[src/rtl/bp_cce_pending_table_if.sv]
// ----------------------------------------------------------------------------
// bp_cce_pending_table_if
//
// Purpose: groups the pending-table write request, read request and read
// response signals so they can be passed as a single port.
//
// Handshake: valid-only, with no ready/backpressure. A request is taken
// on the rising edge where its valid is high and the table is not busy.
// Requests presented while busy are dropped, not stalled. The read response
// (pending_o) is meaningful only in a cycle where pending_v_o is high. That
// cycle is exactly one cycle after the accepted read.
//
// Signals:
//   pending_w_v_i            write valid
//   pending_w_addr_i         write address
//   pending_w_addr_bypass_i  accepted, no effect
//   pending_i                1 = increment, 0 = decrement
//   pending_r_v_i            read valid
//   pending_r_addr_i         read address
//   pending_r_addr_bypass_i  forward a same-cycle write to the read
//   pending_o                addressed counter non-zero
//   pending_v_o              pending_o valid
// Modports: master drives requests, slave (the table) drives the response.
// ----------------------------------------------------------------------------
interface bp_cce_pending_table_if #(
    parameter int paddr_width_p = 40
);
    logic                     pending_w_v_i;
    logic [paddr_width_p-1:0] pending_w_addr_i;
    logic                     pending_w_addr_bypass_i;
    logic                     pending_i;
    logic                     pending_r_v_i;
    logic [paddr_width_p-1:0] pending_r_addr_i;
    logic                     pending_r_addr_bypass_i;
    logic                     pending_o;
    logic                     pending_v_o;

    modport master (
        output pending_w_v_i, pending_w_addr_i, pending_w_addr_bypass_i, pending_i,
        output pending_r_v_i, pending_r_addr_i, pending_r_addr_bypass_i,
        input  pending_o, pending_v_o
    );

    modport slave (
        input  pending_w_v_i, pending_w_addr_i, pending_w_addr_bypass_i, pending_i,
        input  pending_r_v_i, pending_r_addr_i, pending_r_addr_bypass_i,
        output pending_o, pending_v_o
    );
endinterface

[src/rtl/bp_cce_pending_table.sv]
// ----------------------------------------------------------------------------
// bp_cce_pending_table
//
// Purpose: holds one saturating pending counter per way group. It serves one
// increment/decrement write and one "count non-zero" read per cycle. The read
// result is registered and has an optional same-cycle write bypass. A sweep
// FSM zeroes one counter per cycle. Sticky flags record an increment at max
// (overflow) and a decrement at zero (underflow).
//
// Ports:
//   clk_i          clock
//   reset_n_i      asynchronous active-low reset
//   clear_i        start a clear sweep (sampled only when not busy)
//   busy_o         sweep in progress; reads and writes are dropped
//   overflow_o     sticky: increment attempted at max count
//   underflow_o    sticky: decrement attempted at zero
//   debug_state_o  current FSM state (0 = READY, 1 = CLEAR)
//   bus            read/write request and read response (slave side)
// ----------------------------------------------------------------------------
module bp_cce_pending_table #(
    parameter int paddr_width_p       = 40,
    parameter int block_offset_bits_p = 6,
    parameter int num_way_groups_p    = 64,
    parameter int pending_cnt_width_p = 3
) (
    input  logic clk_i,
    input  logic reset_n_i,
    input  logic clear_i,
    output logic busy_o,
    output logic overflow_o,
    output logic underflow_o,
    output logic debug_state_o,
    bp_cce_pending_table_if.slave bus
);

    localparam int wg_bits_lp = $clog2(num_way_groups_p);
    localparam logic [pending_cnt_width_p-1:0] cnt_max_lp = '1;
    localparam logic [wg_bits_lp-1:0] last_idx_lp = wg_bits_lp'(num_way_groups_p - 1);

    typedef enum logic {
        READY = 1'b0,
        CLEAR = 1'b1
    } state_e;

    state_e                   state_q, state_n;
    logic [wg_bits_lp-1:0]    clr_idx_q, clr_idx_n;
    logic [pending_cnt_width_p-1:0] cnt_q [num_way_groups_p];

    logic                     ready;
    logic                     w_fire, r_fire;
    logic [wg_bits_lp-1:0]    wg_w, wg_r;
    logic [pending_cnt_width_p-1:0] w_cur, w_post;
    logic                     w_at_max, w_at_zero;
    logic                     r_result;

    // The block offset and the bits above the way-group index do not select
    // a counter. The write-side bypass input has no effect.
    logic unused_ok;
    assign unused_ok = ^{bus.pending_w_addr_bypass_i,
                         bus.pending_w_addr_i[paddr_width_p-1:block_offset_bits_p+wg_bits_lp],
                         bus.pending_w_addr_i[block_offset_bits_p-1:0],
                         bus.pending_r_addr_i[paddr_width_p-1:block_offset_bits_p+wg_bits_lp],
                         bus.pending_r_addr_i[block_offset_bits_p-1:0]};

    assign wg_w   = bus.pending_w_addr_i[block_offset_bits_p +: wg_bits_lp];
    assign wg_r   = bus.pending_r_addr_i[block_offset_bits_p +: wg_bits_lp];
    assign ready  = (state_q == READY);
    assign w_fire = ready & bus.pending_w_v_i;
    assign r_fire = ready & bus.pending_r_v_i;

    assign busy_o        = (state_q == CLEAR);
    assign debug_state_o = (state_q == CLEAR);

    // Saturating update: the counter holds at either end instead of wrapping.
    assign w_cur     = cnt_q[wg_w];
    assign w_at_max  = (w_cur == cnt_max_lp);
    assign w_at_zero = (w_cur == '0);
    assign w_post    = bus.pending_i ? (w_at_max  ? w_cur : w_cur + 1'b1)
                                     : (w_at_zero ? w_cur : w_cur - 1'b1);

    // A bypassed read to the written way group sees the post-write value.
    always_comb begin
        r_result = (cnt_q[wg_r] != '0);
        if (bus.pending_r_addr_bypass_i && bus.pending_w_v_i && (wg_w == wg_r)) begin
            r_result = (w_post != '0);
        end
    end

    // Next-state logic for the clear sweep.
    always_comb begin
        state_n   = state_q;
        clr_idx_n = clr_idx_q;
        case (state_q)
            READY: begin
                if (clear_i) begin
                    state_n   = CLEAR;
                    clr_idx_n = '0;
                end
            end
            CLEAR: begin
                clr_idx_n = clr_idx_q + 1'b1;
                if (clr_idx_q == last_idx_lp) begin
                    state_n   = READY;
                    clr_idx_n = '0;
                end
            end
            default: begin
                state_n   = READY;
                clr_idx_n = '0;
            end
        endcase
    end

    always_ff @(posedge clk_i or negedge reset_n_i) begin
        if (!reset_n_i) begin
            state_q   <= READY;
            clr_idx_q <= '0;
        end else begin
            state_q   <= state_n;
            clr_idx_q <= clr_idx_n;
        end
    end

    // While the sweep runs it owns the array, so writes are ignored.
    always_ff @(posedge clk_i or negedge reset_n_i) begin
        if (!reset_n_i) begin
            for (int i = 0; i < num_way_groups_p; i++) begin
                cnt_q[i] <= '0;
            end
        end else if (state_q == CLEAR) begin
            cnt_q[clr_idx_q] <= '0;
        end else if (w_fire) begin
            cnt_q[wg_w] <= w_post;
        end
    end

    // Entering a sweep clears the flags, even if a faulting write is accepted
    // in that same cycle.
    always_ff @(posedge clk_i or negedge reset_n_i) begin
        if (!reset_n_i) begin
            overflow_o  <= 1'b0;
            underflow_o <= 1'b0;
        end else if (ready && clear_i) begin
            overflow_o  <= 1'b0;
            underflow_o <= 1'b0;
        end else if (w_fire) begin
            if (bus.pending_i && w_at_max) begin
                overflow_o <= 1'b1;
            end
            if (!bus.pending_i && w_at_zero) begin
                underflow_o <= 1'b1;
            end
        end
    end

    always_ff @(posedge clk_i or negedge reset_n_i) begin
        if (!reset_n_i) begin
            bus.pending_v_o <= 1'b0;
            bus.pending_o   <= 1'b0;
        end else begin
            bus.pending_v_o <= r_fire;
            bus.pending_o   <= r_fire ? r_result : 1'b0;
        end
    end

endmodule
[src/flat_wrapper.sv]
// flat-port wrapper written by rule: the top's interface ports become plain ports
module bp_cce_pending_table_flat 
#(
    parameter int paddr_width_p       = 40,
    parameter int block_offset_bits_p = 6,
    parameter int num_way_groups_p    = 64,
    parameter int pending_cnt_width_p = 3
)
  (clk_i, reset_n_i, clear_i, busy_o, overflow_o, underflow_o, debug_state_o, bus_pending_w_v_i, bus_pending_w_addr_i, bus_pending_w_addr_bypass_i, bus_pending_i, bus_pending_r_v_i, bus_pending_r_addr_i, bus_pending_r_addr_bypass_i, bus_pending_o, bus_pending_v_o);
  bp_cce_pending_table_if #(.paddr_width_p(paddr_width_p)) bus_i ();
  input  logic clk_i;
  input  logic reset_n_i;
  input  logic clear_i;
  output logic busy_o;
  output logic overflow_o;
  output logic underflow_o;
  output logic debug_state_o;
  input wire logic [$bits(bus_i.pending_w_v_i)-1:0] bus_pending_w_v_i;
  input wire logic [$bits(bus_i.pending_w_addr_i)-1:0] bus_pending_w_addr_i;
  input wire logic [$bits(bus_i.pending_w_addr_bypass_i)-1:0] bus_pending_w_addr_bypass_i;
  input wire logic [$bits(bus_i.pending_i)-1:0] bus_pending_i;
  input wire logic [$bits(bus_i.pending_r_v_i)-1:0] bus_pending_r_v_i;
  input wire logic [$bits(bus_i.pending_r_addr_i)-1:0] bus_pending_r_addr_i;
  input wire logic [$bits(bus_i.pending_r_addr_bypass_i)-1:0] bus_pending_r_addr_bypass_i;
  output wire logic [$bits(bus_i.pending_o)-1:0] bus_pending_o;
  output wire logic [$bits(bus_i.pending_v_o)-1:0] bus_pending_v_o;
  assign bus_i.pending_w_v_i = bus_pending_w_v_i;
  assign bus_i.pending_w_addr_i = bus_pending_w_addr_i;
  assign bus_i.pending_w_addr_bypass_i = bus_pending_w_addr_bypass_i;
  assign bus_i.pending_i = bus_pending_i;
  assign bus_i.pending_r_v_i = bus_pending_r_v_i;
  assign bus_i.pending_r_addr_i = bus_pending_r_addr_i;
  assign bus_i.pending_r_addr_bypass_i = bus_pending_r_addr_bypass_i;
  assign bus_pending_o = bus_i.pending_o;
  assign bus_pending_v_o = bus_i.pending_v_o;
  bp_cce_pending_table #(.paddr_width_p(paddr_width_p), .block_offset_bits_p(block_offset_bits_p), .num_way_groups_p(num_way_groups_p), .pending_cnt_width_p(pending_cnt_width_p)) u_core (.clk_i(clk_i), .reset_n_i(reset_n_i), .clear_i(clear_i), .busy_o(busy_o), .overflow_o(overflow_o), .underflow_o(underflow_o), .debug_state_o(debug_state_o), .bus(bus_i));
endmodule
[config.mk]
export PLATFORM = sky130hd
export DESIGN_NAME = bp_cce_pending_table_flat
export DESIGN_NICKNAME = d
export VERILOG_FILES = /design/src/rtl/bp_cce_pending_table_if.sv /design/src/rtl/bp_cce_pending_table.sv /design/src/flat_wrapper.sv
export SDC_FILE = /design/constraint.sdc
export NUM_CORES = 1
export LEC_CHECK = 0
export ABC_CLOCK_PERIOD_IN_PS = 3600
export BUFFER_PORTS_ARGS = -buffer_cell sky130_fd_sc_hd__buf_2
export CORE_ASPECT_RATIO = 0.75
export CORE_MARGIN = 3
export CORE_UTILIZATION = 53
export CTS_BUF_LIST = sky130_fd_sc_hd__clkbuf_2
export CTS_CLUSTER_DIAMETER = 60
export DETAILED_ROUTE_END_ITERATION = 16
export PLACE_DENSITY = 0.82
export SETUP_SLACK_MARGIN = 0.02
export SLEW_MARGIN = 10
export SYNTH_ARGS = -nofsm -noshare
export SYNTH_HDL_FRONTEND = slang
export SYNTH_SLANG_ARGS = --single-unit
[constraint.sdc]
create_clock -name clk_i -period 3.6 [get_ports clk_i]
set_clock_uncertainty 0.05 [all_clocks]
set_input_delay 0.36 -clock clk_i [delete_from_list [all_inputs] [get_ports clk_i]]
set_output_delay 0.36 -clock clk_i [all_outputs]
set_load 0.01 [all_outputs]
==> impl_metrics.csv, run 1 <==
group,metric,value,unit
synth,synth_top_area_share,46.43,%
floorplan,rows,44,
floorplan,pin_count,94,
setup_path,reg2reg_setup_slack,90,ps
routing,drc,0,
clock_network,numCtsBuffers,48,
synth,synthTopCellsByArea,"dfrtp_1 (46%), nand3_1 (8.8%), o21ai_0 (6.4%), nand2_1 (5.4%), mux4_2 (3.9%)",
synth,yosys_register_bits,203,
min_path,hold_depth,4,
routing,routedWlPerCell,23.12,um
timing,setup_violations,0,
cells_and_area,final_common_cell,"dfrtp_1",
clock_network,cts.path.max_buffers,3,
synth,synth_edf_count,0,
synth,ys_seq_area_share,46.43,%
synth,yosys_warnings,0,
setup_path,critPathKind,"register to register",
cells_and_area,final_core_util,63.13,%
synth,synth_top_area_cell,"dfrtp_1",
synth,dominantRegCellSynth,"dfrtp_1",
placement,place.gp.congestion,0.9987,
cells_and_area,final_cell_mix,"dfrtp_1 (203), nand3_1 (192), nand2_1 (156)",
min_path,hold_class,"input port to register",
global_routing,grt_max_degree,129,
setup_path,worstPathCellList,"mux4_2 -> mux2i_2 -> nor2_1 -> a211oi_2 -> buf_4 -> o2111ai_2 -> inv_1 -> ha_1 -> ha_2 -> nor2_1 -> nor2_1 -> o41ai_2 -> xnor2_2 -> buf_4 -> buf_8 -> o21ai_0",
cells_and_area,area_growth,14.34,%
clock_network,cts-htree-levels,2,
timing,drv_slew,0,
power,vdd_drop_max,0.2921,mV
floorplan,die_area,0.02242,sq mm
routing,routed_wl,36.86,mm
placement,place_hpwl,24.85,mm
global_routing,grt_antenna_before_repair,0,
clock_network,cts_root_buf,"clkbuf_2",
setup_path,critical_path_arrival,4120,ps
synth,synthAdderAreaFrac,0.5718,%
synth,yosys.area_share.xor_xnor,0.6404,%
routing,num_vias,10870,
synth,syn-num-nets,1292,
cells_and_area,multi_input_area,0.005485,sq mm
setup_path,r2r-end,"u_core.cnt_q[111]",
setup_path,crit_start,"u_core.cnt_q[171]",
min_path,holdPathEnd,"u_core.underflow_o",
power,p_per_area,444.7,mW/mm^2
cells_and_area,num-fill-cells,1643,
global_routing,grt_pass1_vias,10180,
synth,synthSimpleGateAreaFrac,23.35,%
setup_path,worstRegToRegCells,16,
power,p_leak,5.309,nW
run,drv_cap,0,
synth,synth_area_per_cell,9.126,sq um
setup_path,worstPathMaxFanout,23,
cells_and_area,drive_gt1_share,18.72,%
placement,portBuffers,24,
setup_path,slowest_stage,"mux4_2",
clock_network,cts_tree,"done",
setup_path,cpMostUsedCell,"nor2_1",
setup_path,crit_path_start_kind,"register",
cells_and_area,final_cells,1594,
floorplan,core-area,0.01982,sq mm
global_routing,overflow,0,
cells_and_area,diodes,0,
synth,async_flop_share,100.0,%
placement,placedCellCount,1500,
timing,min_period_over_period,97.57,%
setup_path,max_stage_delay,490,ps
global_routing,grt_pass1_wl,55.97,mm
setup_path,critPathCaptureType,"register",
cells_and_area,nets,1403,
outcome,status,"finished clean",
global_routing,grt.total_usage,32.14,%
floorplan,die_w,171.9,um
routing,vias_per_cell,6.819,
synth,ys_types,69,
timing,finalHoldViolCount,0,
timing,period_needed,3512,ps
routing,drt-pass1-iter-count,8,
cells_and_area,regArea,0.005080,sq mm
synth,synth_compound_area_share,18.27,%
synth,synth_top_family_by_area,"simple AND/OR/NAND/NOR gates",
routing,ant_nets,0,
clock_network,clk_pin_slew,120,ps
timing,worst_pin_slew,1069,ps
floorplan,die_h,130.4,um
setup_path,r2r_start,"u_core.cnt_q[171]",
timing,max_freq,0.2847,GHz
clock_network,cts_sinks,203,
min_path,min-delay-start,"bus_pending_w_v_i",
timing,slew_headroom,28.74,%
clock_network,clk-insertion-delay-late,840,ps
routing,first_iter_violations,1718,
synth,yosys-mux-area-fraction,6.587,%
synth,postSynthCellCount,1199,
synth,netlist_area,0.01094,sq mm
setup_path,required,4210,ps
floorplan,start_util,55.21,%
==> repair_timing <==
item | in CTS | in global routing
hold buffers | 5 | 0
hold endpoints to repair | 136 | 0
endpoints found under the setup margin | 0 | 130
buffers inserted | 0 | 4
resized for setup | 0 | 12
==> report_power, final <==
part | leakage [nW] | switching [mW] | internal (mW)
Clock | 0.318 | 0.945 | 0.572
Combinational | 2.19 | 0.889 | 0.483
Sequential | 2.80 | 0.231 | 2.44
Total | 5.31 | 2.06 | 3.50
==> per-layer routing <==
layer | vias up | part of all wire [%] | GRT usage, %
met3 | 145 | 16 | 12.57
met1 | 5117 | 40 | 45.74
met4 | 2 | 3.9 | 12.53
met2 | 876 | 40 | 44.31
met5 | - | 0.14 | 0
li1 | 4730 | - | -
==> critical path: cells and delay by family (launching register included) <==
kind                     cells  cell delay, ps
AO/OA/AOI/OAI                4             590
XOR/XNOR                     1             200
adder cells (fa/ha/maj)      2             410
buffers and inverters        4             680
flip-flops                   1             430
multiplexers                 2             720
AND/OR/NAND/NOR              3             270
==> how the worst max path moves through the flow <==
stage	slack (ps)	endpoint	depth (start not counted)
after global placement	-260	u_core.cnt_q[13]	16
after CTS	60	u_core.cnt_q[43]	13
after detailed placement	-310	u_core.cnt_q[16]	16
after floorplan	260	u_core.bus.pending_o	18
after global routing	-40	u_core.cnt_q[42]	16
final	90	u_core.cnt_q[111]	16
==> cell usage after synthesis, drive strengths merged, types with 5 or more instances <==
cell type	instances
nand2	156
nor2b	9
inv	10
mux4	19
nand2b	11
nor3b	5
ha	5
nand3	192
a211oi	16
o21ai	202
a31oi	6
xnor2	6
a22o	6
a22oi	30
nor4b	14
mux2i	18
buf	36
nor4	25
a21oi	31
o41ai	7
mux2	10
dfrtp	203
nor2	35
and3	8
clkbuf	43
nor3	35
o32ai	5
a2bb2oi	5
==> sequential cells by signal (all words and copies together), names as in the netlist <==
name,flops
u_core.bus.pending_o,1
u_core.bus.pending_v_o,1
u_core.busy_o,1
u_core.clr_idx_q,6
u_core.cnt_q,192
u_core.overflow_o,1
u_core.underflow_o,1
==> per-stage QoR <==
step / worst slack [ps] / TNS, ps / hold WS, ps / instance area, sq um / power [mW]
2_1_floorplan: 259.5 / 0 / 14.41 / 10940 / 3.326
3_3_place_gp: -261.1 / -28650 / 436.0 / 11870 / 3.881
3_5_place_dp: -314.7 / -34910 / 438.6 / 11870 / 3.915
4_1_cts: 60.71 / 0 / 18.10 / 12340 / 5.422
5_1_grt: -38.13 / -399.8 / 86.99 / 12510 / 5.791
6_report: 87.61 / 0 / 105.3 / 12510 / 5.564
==> layout make-up <==
type | count | share of cell area, %
multi-input cells | 907 | 43.84
clock buffers | 68 | 2.720
clock inverters | 13 | 0.6101
inverters | 10 | 0.3000
flip-flops and latches | 203 | 40.60
repair buffers | 140 | 9.391
well taps | 253 | 2.530
==> cells by family (layout without fill, tap and decap cells) <==
kind of cell / count (synthesis) / count (layout)
simple gates: 513 / 513
compound gates: 334 / 334
flops: 203 / 203
buf+inv: 89 / 231
mux: 47 / 47
xor+xnor: 8 / 8
fa+ha+maj: 5 / 5
(Power assumes the default switching activity.)
==> inputs of run 2 (changes only) <==
--- a/config.mk
+++ b/config.mk
@@ -8,12 +8,11 @@
 export ABC_CLOCK_PERIOD_IN_PS = 3600
 export BUFFER_PORTS_ARGS = -buffer_cell sky130_fd_sc_hd__buf_2
 export CORE_ASPECT_RATIO = 0.75
-export CORE_MARGIN = 3
 export CORE_UTILIZATION = 53
 export CTS_BUF_LIST = sky130_fd_sc_hd__clkbuf_2
 export CTS_CLUSTER_DIAMETER = 60
 export DETAILED_ROUTE_END_ITERATION = 16
-export PLACE_DENSITY = 0.82
+export PLACE_DENSITY = 0.7
 export SETUP_SLACK_MARGIN = 0.02
 export SLEW_MARGIN = 10
 export SYNTH_ARGS = -nofsm -noshare
==> run 2 against run 1 <==
Non-clock buffer count is 19 lower. First-iteration DRC count is 19% lower. Clock-buffer cell count up 6. Sequential power barely moved. Critical path depth shrank 4. Sequential share of layout area rose by 0.66 points. Fmax up 1.8%. Power decreased by 2.4%. Via count decreased by 3.7%. Critical path type unchanged. Largest power group unchanged.
==> impl_metrics.csv, run 2 (synthesized netlist as in run 1, its figures left out) <==
group,metric,value,unit
routing,drt-pass1-iter-count,5,
floorplan,die_h,126.4,um
timing,finalHoldViolCount,0,
cells_and_area,fin_area,0.01231,sq mm
timing,hold-worst-slack,80.16,ps
placement,placed_area,0.01180,sq mm
routing,vias_per_cell,6.606,
routing,ant_nets,0,
clock_network,cts_root_buf,"clkbuf_2",
cells_and_area,nets,1386,
timing,min_period_over_period,95.84,%
setup_path,critical_path_arrival,4100,ps
routing,routed_wl,36.49,mm
cells_and_area,largest_reg_flops,192,
setup_path,worstPathMaxFanout,16,
global_routing,overflow,0,
run,drv_cap,0,
global_routing,grt.total_usage,35.50,%
timing,slew_headroom,25.22,%
setup_path,critPathCaptureType,"register",
setup_path,r2r-end,"u_core.cnt_q[13]",
setup_path,r2r_start,"u_core.cnt_q[168]",
setup_path,cpMostUsedCell,"buf_4",
setup_path,reg2reg_setup_slack,150,ps
cells_and_area,area_growth,12.52,%
routing,first_iter_violations,1390,
cells_and_area,num-fill-cells,1799,
clock_network,postCtsSetupRepairBufs,0,
routing,drc,0,
timing,fin_ws,149.8,ps
clock_network,clk-insertion-delay-late,830,ps
setup_path,required,4250,ps
global_routing,grt_pass1_wl,57.86,mm
setup_path,worstRegToRegCells,12,
min_path,hold_class,"input port to register",
floorplan,core-area,0.02021,sq mm
power,p_per_area,441.0,mW/mm^2
global_routing,grt_pass1_vias,10120,
global_routing,grt_max_degree,72,
floorplan,die_area,0.02123,sq mm
cells_and_area,final_common_cell,"dfrtp_1",
routing,routedWlPerCell,23.02,um
placement,place.gp.congestion,0.9752,
timing,worst_pin_slew,1113,ps
clock_network,clk_pin_slew,110,ps
power,p_leak,5.203,nW
cells_and_area,regArea,0.005080,sq mm
floorplan,start_util,54.13,%
clock_network,cts.path.max_buffers,3,
setup_path,crit_path_start_kind,"register",
global_routing,grt_antenna_before_repair,1,
setup_path,slowest_stage,"mux4_2",
cells_and_area,final_cell_mix,"dfrtp_1 (203), nand3_1 (192), nand2_1 (156)",
placement,place_hpwl,25.12,mm
placement,portBuffers,24,
clock_network,cts_tree,"done",
setup_path,critPathKind,"register to register",
clock_network,cts-htree-levels,2,
cells_and_area,final_core_util,60.91,%
cells_and_area,multi_input_area,0.005453,sq mm
timing,max_freq,0.2898,GHz
placement,pre_cts_ws,-380.1,ps
setup_path,worstPathCellList,"mux4_2 -> mux2i_1 -> nor2_1 -> a211oi_1 -> o2111ai_2 -> buf_4 -> ha_1 -> o31ai_1 -> mux2_2 -> a21oi_4 -> buf_4 -> o21ai_0",
timing,setup_violations,0,
min_path,holdPathEnd,"u_core.bus.pending_o",
floorplan,pin_count,94,
min_path,hold_depth,5,
timing,period_needed,3450,ps
power,vdd_drop_max,0.2262,mV
floorplan,rows,45,
cells_and_area,drive_gt1_share,17.42,%
clock_network,cts_sinks,203,
cells_and_area,regMostFlops,"u_core.cnt_q",
timing,rsz0062_at_grt,"no",
clock_network,numCtsBuffers,50,
routing,num_vias,10470,
cells_and_area,reg_top3,"u_core.cnt_q x192, u_core.clr_idx_q x6",
outcome,status,"finished clean",
floorplan,die_w,167.9,um
setup_path,max_stage_delay,490,ps
timing,drv_slew,0,
timing,fin_tns_setup,0,ps
min_path,min-delay-start,"bus_pending_w_v_i",
run 2: cell types whose count changed in the layout (fill, tap and decap cells not counted), moves of 3 or more:
cell,previous run,this run
buf_12,7,10
buf_4,96,79
buf_6,4,1
clkbuf_16,3,0
clkbuf_2,68,74
run 2: timing repair:
| action | 4_1_cts | 5_1_grt |
|---|---|---|
| resized for setup | 0 | 3 |
| hold endpoints to repair | 196 | 0 |
| hold buffers | 8 | 0 |
| setup endpoints to repair | 0 | 49 |
run 2: final cells by class:
type,count,share of cell area [%]
multi-input cells,907,44.29
flip-flops and latches,203,41.26
repair buffers,121,8.150
clock buffers,74,3.008
well taps,258,2.622
clock inverters,11,0.3455
inverters,10,0.3049
diodes,1,0.02033
run 2: power by group:
part | internal [mW] | switching, mW
Clock | 0.540 | 0.961
Sequential | 2.44 | 0.225
Combinational | 0.427 | 0.832
run 2: critical path, delay by kind of cell (launching register included):
| family | cells | cell delay (ps) |
|---|---|---|
| AND/OR/NAND/NOR | 1 | 70 |
| flip-flops | 1 | 430 |
| adder cells (fa/ha/maj) | 1 | 230 |
| multiplexers | 3 | 1120 |
| AO/OA/AOI/OAI | 5 | 950 |
| buffers and inverters | 2 | 480 |
run 2: metrics by stage:
stage | instances | power, mW
final | 1585 | 5.430
after CTS | 1584 | 5.400
after floorplan | 1199 | 3.326
after global routing | 1585 | 5.689
after global placement | 1491 | 3.886
after detailed placement | 1491 | 3.909
run 2: worst max-delay path by stage:
stage / cells after the start / startpoint / to / slack, ps
after floorplan: 18 / bus_pending_w_addr_i[7] / u_core.bus.pending_o / 260
after CTS: 13 / u_core.cnt_q[115] / u_core.cnt_q[189] / 200
after global placement: 14 / bus_pending_w_addr_i[7] / u_core.cnt_q[7] / -350
after global routing: 12 / u_core.cnt_q[168] / u_core.cnt_q[10] / 40
after detailed placement: 14 / bus_pending_w_addr_i[7] / u_core.cnt_q[1] / -380
final: 12 / u_core.cnt_q[168] / u_core.cnt_q[13] / 150
run 2: per-layer routing:
| layer | wire (um) | vias up | share of wire, % | GRT usage [%] |
|---|---|---|---|---|
| met5 | 0 | - | 0 | 0 |
| met2 | 15370 | 683 | 42 | 50.78 |
| li1 | - | 4681 | - | - |
| met1 | 15540 | 5019 | 43 | 51.73 |
| met3 | 4719 | 88 | 13 | 9.953 |
| met4 | 871 | 0 | 2.4 | 12.03 |
